<file path="src/rtl/mem_port_arbiter_if.sv">
// Requester, memory-strobe and bus-source signals shared between the arbiter and its environment.
interface mem_port_arbiter_if #(
    parameter int unsigned BUS_W  = 16,
    parameter int unsigned DATA_W = 8
) ();
    logic              r0_req;
    logic              r0_we;
    logic [BUS_W-1:0]  r0_addr;
    logic [DATA_W-1:0] r0_wdata;
    logic              r0_ack;
    logic              r1_req;
    logic              r1_we;
    logic [BUS_W-1:0]  r1_addr;
    logic [DATA_W-1:0] r1_wdata;
    logic              r1_ack;
    logic [DATA_W-1:0] rdata;
    logic [1:0]        gnt;
    logic              busy;
    logic              mar_load;
    logic              ram_write;
    logic              mem_en;
    logic              bus_drv;
    logic [BUS_W-1:0]  bus_out;
    logic [DATA_W-1:0] mem_rdata;

    modport master (
        output r0_req, r0_we, r0_addr, r0_wdata,
        output r1_req, r1_we, r1_addr, r1_wdata,
        output mem_rdata,
        input  r0_ack, r1_ack, rdata, gnt, busy,
        input  mar_load, ram_write, mem_en, bus_drv, bus_out
    );

    modport slave (
        input  r0_req, r0_we, r0_addr, r0_wdata,
        input  r1_req, r1_we, r1_addr, r1_wdata,
        input  mem_rdata,
        output r0_ack, r1_ack, rdata, gnt, busy,
        output mar_load, ram_write, mem_en, bus_drv, bus_out
    );
endinterface

</file>
<file path="src/rtl/mem_port_arbiter.sv">
// Round-robin arbiter sharing the single MAR/RAM port between the CPU (r0) and the debug loader (r1).
// Every output is a register loaded from the next-state decode, so it lines up with the state register.
module mem_port_arbiter #(
    parameter int unsigned BUS_W  = 16,
    parameter int unsigned DATA_W = 8,
    parameter int unsigned RD_LAT = 1
) (
    input logic              clk,
    input logic              rst,
    mem_port_arbiter_if.slave bus
);
    localparam int unsigned CNT_W = (RD_LAT < 2) ? 1 : $clog2(RD_LAT + 1);

    typedef enum logic [2:0] {IDLE, ADDR, WRITE, RD, DONE} state_t;

    state_t            state, state_nx;
    logic              gidx, gidx_nx;
    logic              rr, rr_nx;
    logic              we_q, we_nx;
    logic [BUS_W-1:0]  addr_q, addr_nx;
    logic [DATA_W-1:0] wdata_q, wdata_nx;
    logic [CNT_W-1:0]  cnt, cnt_nx;
    logic              capture;

    // Next-state and latched-field selection
    always_comb begin
        state_nx = state;
        gidx_nx  = gidx;
        rr_nx    = rr;
        we_nx    = we_q;
        addr_nx  = addr_q;
        wdata_nx = wdata_q;
        cnt_nx   = cnt;
        capture  = 1'b0;
        case (state)
            IDLE: begin
                if (bus.r0_req || bus.r1_req) begin
                    // On a tie the requester that was not served last wins
                    if (bus.r0_req && bus.r1_req) gidx_nx = ~rr;
                    else                          gidx_nx = bus.r1_req;
                    we_nx    = gidx_nx ? bus.r1_we    : bus.r0_we;
                    addr_nx  = gidx_nx ? bus.r1_addr  : bus.r0_addr;
                    wdata_nx = gidx_nx ? bus.r1_wdata : bus.r0_wdata;
                    state_nx = ADDR;
                end
            end
            ADDR: begin
                if (we_q) begin
                    state_nx = WRITE;
                end else begin
                    state_nx = RD;
                    cnt_nx   = CNT_W'(RD_LAT);
                end
            end
            WRITE: state_nx = DONE;
            RD: begin
                if (cnt == CNT_W'(1)) begin
                    capture  = 1'b1;
                    state_nx = DONE;
                end else begin
                    cnt_nx = cnt - CNT_W'(1);
                end
            end
            DONE: begin
                rr_nx    = gidx;
                state_nx = IDLE;
            end
            default: state_nx = IDLE;
        endcase
    end

    // State, latched fields and registered outputs
    always_ff @(posedge clk or negedge rst) begin
        if (!rst) begin
            state         <= IDLE;
            gidx          <= 1'b0;
            rr            <= 1'b1;
            we_q          <= 1'b0;
            addr_q        <= '0;
            wdata_q       <= '0;
            cnt           <= '0;
            bus.r0_ack    <= 1'b0;
            bus.r1_ack    <= 1'b0;
            bus.rdata     <= '0;
            bus.gnt       <= 2'b00;
            bus.busy      <= 1'b0;
            bus.mar_load  <= 1'b0;
            bus.ram_write <= 1'b0;
            bus.mem_en    <= 1'b0;
            bus.bus_drv   <= 1'b0;
            bus.bus_out   <= '0;
        end else begin
            state         <= state_nx;
            gidx          <= gidx_nx;
            rr            <= rr_nx;
            we_q          <= we_nx;
            addr_q        <= addr_nx;
            wdata_q       <= wdata_nx;
            cnt           <= cnt_nx;
            bus.r0_ack    <= (state_nx == DONE) && !gidx_nx;
            bus.r1_ack    <= (state_nx == DONE) && gidx_nx;
            bus.gnt       <= (state_nx == IDLE) ? 2'b00 : (gidx_nx ? 2'b10 : 2'b01);
            bus.busy      <= (state_nx != IDLE);
            bus.mar_load  <= (state_nx == ADDR);
            bus.ram_write <= (state_nx == WRITE);
            bus.mem_en    <= (state_nx == RD);
            bus.bus_drv   <= (state_nx == ADDR) || (state_nx == WRITE);
            if (state_nx == ADDR)       bus.bus_out <= addr_nx;
            else if (state_nx == WRITE) bus.bus_out <= BUS_W'(wdata_nx);
            else                        bus.bus_out <= '0;
            if (capture) bus.rdata <= bus.mem_rdata;
        end
    end
endmodule

</file>
<file path="src/flat_wrapper.sv">
// flat-port wrapper written by rule: the top's interface ports become plain ports
module mem_port_arbiter_flat 
#(
    parameter int unsigned BUS_W  = 16,
    parameter int unsigned DATA_W = 8,
    parameter int unsigned RD_LAT = 1
)
  (clk, rst, bus_r0_req, bus_r0_we, bus_r0_addr, bus_r0_wdata, bus_r1_req, bus_r1_we, bus_r1_addr, bus_r1_wdata, bus_mem_rdata, bus_r0_ack, bus_r1_ack, bus_rdata, bus_gnt, bus_busy, bus_mar_load, bus_ram_write, bus_mem_en, bus_bus_drv, bus_bus_out);
  mem_port_arbiter_if #(.BUS_W(BUS_W), .DATA_W(DATA_W)) bus_i ();
  input logic clk;
  input logic rst;
  input wire logic [$bits(bus_i.r0_req)-1:0] bus_r0_req;
  input wire logic [$bits(bus_i.r0_we)-1:0] bus_r0_we;
  input wire logic [$bits(bus_i.r0_addr)-1:0] bus_r0_addr;
  input wire logic [$bits(bus_i.r0_wdata)-1:0] bus_r0_wdata;
  input wire logic [$bits(bus_i.r1_req)-1:0] bus_r1_req;
  input wire logic [$bits(bus_i.r1_we)-1:0] bus_r1_we;
  input wire logic [$bits(bus_i.r1_addr)-1:0] bus_r1_addr;
  input wire logic [$bits(bus_i.r1_wdata)-1:0] bus_r1_wdata;
  input wire logic [$bits(bus_i.mem_rdata)-1:0] bus_mem_rdata;
  output wire logic [$bits(bus_i.r0_ack)-1:0] bus_r0_ack;
  output wire logic [$bits(bus_i.r1_ack)-1:0] bus_r1_ack;
  output wire logic [$bits(bus_i.rdata)-1:0] bus_rdata;
  output wire logic [$bits(bus_i.gnt)-1:0] bus_gnt;
  output wire logic [$bits(bus_i.busy)-1:0] bus_busy;
  output wire logic [$bits(bus_i.mar_load)-1:0] bus_mar_load;
  output wire logic [$bits(bus_i.ram_write)-1:0] bus_ram_write;
  output wire logic [$bits(bus_i.mem_en)-1:0] bus_mem_en;
  output wire logic [$bits(bus_i.bus_drv)-1:0] bus_bus_drv;
  output wire logic [$bits(bus_i.bus_out)-1:0] bus_bus_out;
  assign bus_i.r0_req = bus_r0_req;
  assign bus_i.r0_we = bus_r0_we;
  assign bus_i.r0_addr = bus_r0_addr;
  assign bus_i.r0_wdata = bus_r0_wdata;
  assign bus_i.r1_req = bus_r1_req;
  assign bus_i.r1_we = bus_r1_we;
  assign bus_i.r1_addr = bus_r1_addr;
  assign bus_i.r1_wdata = bus_r1_wdata;
  assign bus_i.mem_rdata = bus_mem_rdata;
  assign bus_r0_ack = bus_i.r0_ack;
  assign bus_r1_ack = bus_i.r1_ack;
  assign bus_rdata = bus_i.rdata;
  assign bus_gnt = bus_i.gnt;
  assign bus_busy = bus_i.busy;
  assign bus_mar_load = bus_i.mar_load;
  assign bus_ram_write = bus_i.ram_write;
  assign bus_mem_en = bus_i.mem_en;
  assign bus_bus_drv = bus_i.bus_drv;
  assign bus_bus_out = bus_i.bus_out;
  mem_port_arbiter #(.BUS_W(BUS_W), .DATA_W(DATA_W), .RD_LAT(RD_LAT)) u_core (.clk(clk), .rst(rst), .bus(bus_i));
endmodule
</file>
<file path="config.mk">
export PLATFORM = sky130hd
export DESIGN_NAME = mem_port_arbiter_flat
export DESIGN_NICKNAME = d
export VERILOG_FILES = /design/src/rtl/mem_port_arbiter_if.sv /design/src/rtl/mem_port_arbiter.sv /design/src/flat_wrapper.sv
export SDC_FILE = /design/constraint.sdc
export NUM_CORES = 1
export LEC_CHECK = 0
export BUFFER_PORTS_ARGS = -buffer_cell sky130_fd_sc_hd__buf_2
export CAP_MARGIN = 20
export CORE_MARGIN = 4
export CORE_UTILIZATION = 49
export CTS_CLUSTER_DIAMETER = 40
export DETAILED_ROUTE_END_ITERATION = 10
export HOLD_SLACK_MARGIN = 0.12
export PLACE_DENSITY_LB_ADDON = 0.12
export SLEW_MARGIN = 20
export SYNTH_ARGS = -nofsm -noshare
export SYNTH_HDL_FRONTEND = slang
export SYNTH_SLANG_ARGS = --single-unit
export TNS_END_PERCENT = 10
</file>
<file path="constraint.sdc">
create_clock -name clk -period 2.4 [get_ports clk]
set_input_delay 0.24 -clock clk [delete_from_list [all_inputs] [get_ports clk]]
set_output_delay 0.24 -clock clk [all_outputs]
set_load 0.05 [all_outputs]
</file>
* Word level (Yosys, flattened, before mapping)
Cells that the tools add are included.
Storage, ports and cells: bits of input ports 62, register bits after elaboration 64, word-level logic and storage cells 65, output and inout bits 33
Cells by class: bitwise logic cells 1, mux-type cells 25, equal/unequal tests 9, add/sub/neg operators 1, reduce and logical (&&, ||, !) cells 12
Operators with widths (count):
- $mux 16 | 4
- $mux 8 | 4
- $eq 3x2->1 const B | 4
- $pmux 3 s4 | 1
- $mux 1 | 11
- $eq 3x1->1 const B | 2
- $eq 3x3->1 const B | 2
- $logic_not 3->1 | 2
- $mux 3 | 2
- $mux 2 | 2
- $reduce_and 2->1 | 2
- $logic_and 1x1->1 | 3
- $reduce_bool 3->1 | 1
- $logic_or 1x1->1 | 2
- $ne 2x2->1 const B | 1
- $pmux 1 s2 | 1
- $reduce_bool 2->1 | 1
- $logic_not 1->1 | 1
- $not 1->1 | 1
- $sub 1x1->1 const B | 1

* Longest topological paths before layout
Gate-level depths: netlist of run 1.
word-level depth 9, depth in mapped cells 6, mapped depth without buffers 3

* Least setup slack after synthesis of run 1
Ideal clock, no wire load.
path kind reg-to-reg, start point register u_core.rr, end point register u_core.wdata_q[0], stages on the path, launching flop included 5, period minus slack after synthesis 1.383 ns, path slack 1.017 ns, library setup time 0.125 ns, arrival 1.258 ns, path buffers 1, data required time 2.275 ns, path through dfstp_2 -> a21boi_2 -> buf_6 -> mux2_1 -> mux2_4
On the way: longest elaborated chain between the ends 7
Ends and longest elaborated chain:
- start: declaration | line mem_port_arbiter.sv:18 | logic rr, rr_nx;
- start signal: assignment | line mem_port_arbiter.sv:95 | rr <= rr_nx;
- $not 1->1 | line mem_port_arbiter.sv:39 | if (bus.r0_req && bus.r1_req) gidx_nx = ~rr;
- $mux 1 | line mem_port_arbiter.sv:39
- $mux 1 | line mem_port_arbiter.sv:37 | if (bus.r0_req || bus.r1_req) begin
- $mux 1 | line mem_port_arbiter.sv:35 | case (state)
- $mux 8 | line mem_port_arbiter.sv:43 | wdata_nx = gidx_nx ? bus.r1_wdata : bus.r0_wdata;
- $mux 8 | line mem_port_arbiter.sv:37
- $mux 8 | line mem_port_arbiter.sv:35
- via u_core.wdata_nx[0] | line mem_port_arbiter.sv:21 | logic [DATA_W-1:0] wdata_q, wdata_nx;
- end signal: assignment | line mem_port_arbiter.sv:98 | wdata_q <= wdata_nx;
- end: declaration | line mem_port_arbiter.sv:21
The timed path passes the listed nets, and every way through them passes these cells. The select of a mux whose other input is x is not followed. A chain may end at the register's enable or synchronous reset.

* Worst setup path after layout of run 1
start point register u_core.rr, end point register u_core.wdata_q[1]
Same word-level chain as after synthesis.

==> results.toml, run 1 <==
[floorplanning]
die_x_um = 73.1
ios = 95
fp.coreArea_um2 = 4060
initial_core_util = 0.512
dieArea_um2 = 5350
row_count = 23
die_h_um = 73.1

[synth]
yosysTopAreaCell = "dfrtp_1"
synth_top_area_share = 0.566
netlist_instances = 146
synth_seq_cells = 48
synth_edf_count = 0
yosysMostFrequentCell = "dfrtp_1"
ys_seq_area_frac = 0.578
synthesis.area_um2 = 2080
synthArstFlopShare = 1.00
synthTopCellsByCount = "47 x dfrtp_1, 16 x mux2i_1, 10 x mux2_2"
synth.distinct_cells = 31
avgSynthCellArea_um2 = 14.2
yosysWarnings = 0
synth_nets = 208
dominantRegCellSynth = "dfrtp_1"
synth_area_leaders = "dfrtp_1 57%, mux2i_1 7.7%, mux2_4 5.8%, mux2_2 5.4%, mux2_1 4.9%"

[drt]
drt-total-wl_um = 4540
drc = 0
vias = 1472
first_pass_iters = 4
drt_iter0_drc = 58
wl_per_cell_um = 15.5
drtAntennaViolNets = 0
viasPerCell = 5.04

[global_route]
first_global_vias = 1582
groute.usage.overall = 0.180
grt_pass1_wl_um = 7250
antenna_found_initial = 0
overflow = 0
grt_start_max_net_pins = 49

[worst_setup_path]
crit_type = "reg -> reg"
reg2reg_slack_ns = 0.72
critical_path_arrival_ns = 1.86
worstPathMaxFanout = 17
end_kind = "register"
cp-startpoint = "u_core.rr"
regToRegEndpoint = "u_core.wdata_q[1]"
crit_required_ns = 2.58
worstSetupStartpointType = "register"
r2r_cells = 3
cp-endpoint = "u_core.wdata_q[1]"
r2r_start = "u_core.rr"

[place]
gp_congestion = 0.701
pre_cts_ws_ns = 0.673
port_buffers = 94
dpl.hpwl_um = 3460

[power_and_ir_drop]
powerDensity_nw_per_um2 = 1430
p_leak_nw = 1.40
peakVddDrop_mv = 0.652

[timing]
setup_viol_count_final = 0
final-max-slew-violation-count = 0
whs_ns = 0.179
finalHoldViolations = 0
slew_headroom = 0.590
finalCriticalPeriod_ns = 1.68
period_share = 0.699
fin_worst_skew_ns = 0.00804
worst_slack_ns = 0.721
tightest_slew_ns = 0.614
fin_setup_tns_ns = 0
rsz0062_at_grt = "false"
fmax_ghz = 0.596

[min_path]
hp-class = "in -> reg"

[final_layout]
syn_to_final_growth_pct = 27.4
antenna_cells = 0
final_nets = 304
fin_util = 0.653
drive_gt1_frac = 0.529

[clock_tree]
clock_latency_ns = 0.30
cts_buffers = 5
cts.path.max_buffers = 2
cts-root-buf = "clkbuf_8"
h-tree-depth = 2
cts_resized = 0
cts_tree = "done"
postCtsSetupRepairBufs = 0
clk_pin_slew_ns = 0.08
cts_hold_buf = 0
clkSinkCount = 48

[flow_run]
maxCapViolations = 0

[status]
status = "complete, no violations"
-- how the worst min path moves through the flow --
| stage | from | to | slack (ns) | cells after the start |
|---|---|---|---|---|
| global route | bus_mem_rdata[4] | u_core.bus.rdata[4] | 0.17 | 2 |
| floorplan | rst | u_core.bus.bus_drv | -0.06 | 0 |
| global placement | rst | u_core.bus.rdata[5] | 0.46 | 1 |
| finish | bus_mem_rdata[4] | u_core.bus.rdata[4] | 0.18 | 2 |
| detailed placement | rst | u_core.bus.rdata[4] | 0.48 | 1 |
| CTS | rst | u_core.bus.bus_out[2] | 0.16 | 1 |
-- where the power goes --
group | total [W] | leakage [nW] | internal [W] | switching [W]
sequential | 0.00137 | 0.596 | 0.00117 | 0.000196
clock | 0.000441 | 0.0410 | 0.000198 | 0.000243
combinational | 0.00198 | 0.765 | 0.000632 | 0.00134
-- cell usage in the layout (no fill, tap or decap), drive strengths merged --
cell type,n
nor2,10
nand2b,2
dfrtp,47
nor3,1
nand3,2
mux2,27
o2bb2ai,8
buf,98
nand2,4
dfstp,1
o21ai,4
clkbuf,6
nor3b,1
inv,2
o32ai,1
a21oi,2
a22o,1
a21boi,2
clkinv,1
nor2b,2
a21o,1
and3,1
mux2i,16
dlygate4sd3,1
and2b,1
-- area by class of cell --
cell class              instances  area (um2)
repair buffers                 99         517
clock inverters                 1        5.00
clock buffers                   6        72.6
flip-flops and latches         48        1200
inverters                       2        7.51
fillers                       342        1410
multi-input cells              86         782
well taps                      50        62.6
-- sequential cells by signal, summed over array words and instances (netlist names) --
register              cells
u_core.bus.bus_out       16
u_core.cnt                1
u_core.we_q               1
u_core.gidx               1
u_core.bus.r0_ack         1
u_core.bus.bus_drv        1
u_core.bus.rdata          8
u_core.bus.mar_load       1
u_core.bus.gnt            2
u_core.bus.r1_ack         1
u_core.state              3
u_core.bus.mem_en         1
u_core.wdata_q            8
u_core.bus.ram_write      1
u_core.bus.busy           1
u_core.rr                 1
-- logic make-up after synthesis --
logic type	share of synthesized area
AO/OA/AOI/OAI	0.0710
buffers and inverters	0.0493
flip-flops	0.578
multiplexers	0.238
AND/OR/NAND/NOR	0.0638
-- critical path, cell delays in order, from the launching register on --
cell,delay [ns]
dfstp_2,0.39
a21boi_4,0.51
mux2_1,0.39
mux2_4,0.28
-- metal layers --
layer,vias to the layer above,share of wire,global-route usage
li1,703,-,-
met4,0,0.010,0.0553
met3,4,0.087,0.0523
met1,703,0.39,0.218
met2,62,0.52,0.309
met5,-,0,0
-- metrics by stage --
stage,instance area (um2),power [W],instances
2_1_floorplan,2080,0.00293,146
3_3_place_gp,2550,0.00330,283
3_5_place_dp,2560,0.00338,284
4_1_cts,2640,0.00383,291
5_1_grt,2650,0.00399,292
6_report,2650,0.00378,292
(Power assumes the default switching activity.)
==> inputs of run 2 (changes only) <==
ABC_AREA = 1   (was unset)
CORE_UTILIZATION = 42   (was 49)
clock period = 1.5 ns   (was 2.4 ns; I/O delays follow)
==> results.toml, run 2 <==
[min_path]
hold_end = "u_core.we_q"
whs_path_depth = 3
hp-class = "in -> reg"
holdCritStartpoint = "bus_r0_we"

[final_layout]
layout_commonest_cell = "buf_2"
syn_to_final_growth_pct = 44.8
final_nets = 436
antenna_cells = 0
final_cell_mix = "94 x buf_2, 54 x nand2_1, 47 x dfrtp_1, 43 x nor2_1, 34 x dlygate4sd3_1"
largest_reg_flops = 16
regArea_um2 = 1200
drive_gt1_frac = 0.369
multi_input_area_um2 = 821
reg.largest.list = "u_core.bus.bus_out x16, u_core.bus.rdata x8, u_core.wdata_q x8"
largest-register = "u_core.bus.bus_out"
fillers = 448

[synth]
synth_area_leaders = "dfrtp_1 54%, nand2_1 9.2%, nor2_1 7.3%, o21ai_2 6.4%, inv_1 4.1%"
synth_seq_cells = 48
yosysMostFrequentCell = "nand2_1"
synth_edf_count = 0
yosysWarnings = 0
synth_nets = 303
avgSynthCellArea_um2 = 9.12
yosysTopAreaCell = "dfrtp_1"
synth.distinct_cells = 27
synthTopCellsByCount = "54 x nand2_1, 47 x dfrtp_1, 43 x nor2_1"
dominantRegCellSynth = "dfrtp_1"
synthArstFlopShare = 1.00
netlist_instances = 241
synth_top_area_share = 0.535
ys_seq_area_frac = 0.547
synthesis.area_um2 = 2200

[global_route]
grt_start_max_net_pins = 29
antenna_found_initial = 0
overflow = 0
groute.usage.overall = 0.184
grt_pass1_wl_um = 9090
first_global_vias = 1971

[clock_tree]
clkSinkCount = 48
cts_buffers = 5
cts_tree = "done"
h-tree-depth = 2
cts-root-buf = "clkbuf_8"
clock_latency_ns = 0.29
cts.path.max_buffers = 2
clk_pin_slew_ns = 0.08
postCtsSetupRepairBufs = 0

[worst_setup_path]
critical_path_arrival_ns = 1.58
r2r_cells = 7
crit_top_cell = "nand2_1"
cp_slowest_stage_delay_ns = 0.42
end_kind = "register"
regToRegEndpoint = "u_core.bus.bus_out[5]"
reg2reg_slack_ns = 0.10
cpMaxStageDelayCell = "dfrtp_1"
crit_type = "reg -> reg"
worstSetupStartpointType = "register"
r2r_start = "u_core.state[0]"
crit_required_ns = 1.69
cp_cell_sequence = "nor2_4, nand3_4, buf_4, nand2_1, nand2_1, nand2_1, nand2_1"
worstPathMaxFanout = 12

[power_and_ir_drop]
p_leak_nw = 1.75
peakVddDrop_mv = 0.832
fin_total_pwr_w = 0.00639
powerDensity_nw_per_um2 = 2010

[timing]
fin_worst_skew_ns = 0.00189
setup_viol_count_final = 0
whs_ns = 0.125
finalHoldViolations = 0
final-max-slew-violation-count = 0
period_share = 0.930
fmax_ghz = 0.716
rsz0062_at_grt = "true"
tightest_slew_ns = 0.513
finalCriticalPeriod_ns = 1.40
slew_headroom = 0.658

[floorplanning]
ios = 95
dieArea_um2 = 6450
fp.coreArea_um2 = 5070
die_x_um = 80.3
die_h_um = 80.3
row_count = 26
initial_core_util = 0.433

[place]
port_buffers = 94
gp_congestion = 0.775
dpl.hpwl_um = 3730

[drt]
drtAntennaViolNets = 0
drt-total-wl_um = 5670
drt_iter0_drc = 74
vias = 1956
first_pass_iters = 4
wl_per_cell_um = 12.8
viasPerCell = 4.41
drc = 0

[status]
status = "complete, no violations"

[flow_run]
maxCapViolations = 0
-- run 2: repair_timing --
action | in CTS | in global routing
resized for setup | 0 | 4
endpoints found under the hold margin | 44 | 0
setup endpoints to repair | 0 | 15
hold buffers | 34 | 0
-- run 2: power by group --
group	internal [W]	switching (W)
logic	0.000962	0.00261
registers	0.00187	0.000225
clock network	0.000318	0.000408
total	0.00315	0.00324
-- run 2: worst max path at each step --
stage                          startpoint               endpoint  slack, ns  cells past startpoint
after floorplan                 u_core.rr  u_core.bus.bus_out[7]       0.20                      8
after global placement          u_core.rr  u_core.bus.bus_out[1]       0.10                      7
after detailed placement        u_core.rr  u_core.bus.bus_out[5]       0.07                      7
after CTS                       u_core.rr  u_core.bus.bus_out[5]       0.05                      7
after global routing      u_core.state[0]  u_core.bus.bus_out[5]      -0.02                      7
final                     u_core.state[0]  u_core.bus.bus_out[5]       0.10                      7
-- run 2: through the flow --
step / setup WS, ns / instance area [um2] / TNS, ns / util / instances
2_1_floorplan: 0.204 / 2200 / 0 / - / 241
3_3_place_gp: 0.105 / 2750 / 0 / 0.541 / 403
3_5_place_dp: 0.0673 / 2750 / 0 / 0.541 / 403
4_1_cts: 0.0467 / 3170 / 0 / 0.624 / 444
5_1_grt: -0.0213 / 3180 / -0.0363 / 0.627 / 444
6_report: 0.104 / 3180 / 0 / 0.627 / 444
-- run 2: kinds of logic after synthesis --
logic type / Yosys count / share of synthesized area
buffers and inverters: 36 / 0.0848
AOI/OAI and AO/OA: 29 / 0.0957
and+or+nand+nor: 128 / 0.272
DFF: 48 / 0.547
-- run 2: per-layer routing --
layer | up-vias | global-route usage | wire (um)
met2 | 60 | 0.316 | 2870
met1 | 873 | 0.222 | 2360
met5 | - | 0 | 0
met4 | 0 | 0.0659 | 138
met3 | 12 | 0.0471 | 302
li1 | 1011 | - | -
-- run 2: final cells by class --
class,instances,share of cell area
Clock buffer,6,0.0228
Inverter,27,0.0327
Sequential cell,48,0.378
Tap cell,70,0.0275
Timing Repair Buffer,135,0.279
Clock inverter,1,0.00157
Multi-Input combinational cell,157,0.258
-- run 2: critical path, delay by kind of cell, from the launching register on --
kind / cells / cell delay [ns]
DFF: 1 / 0.42
buffers and inverters: 1 / 0.22
and+or+nand+nor: 6 / 0.64
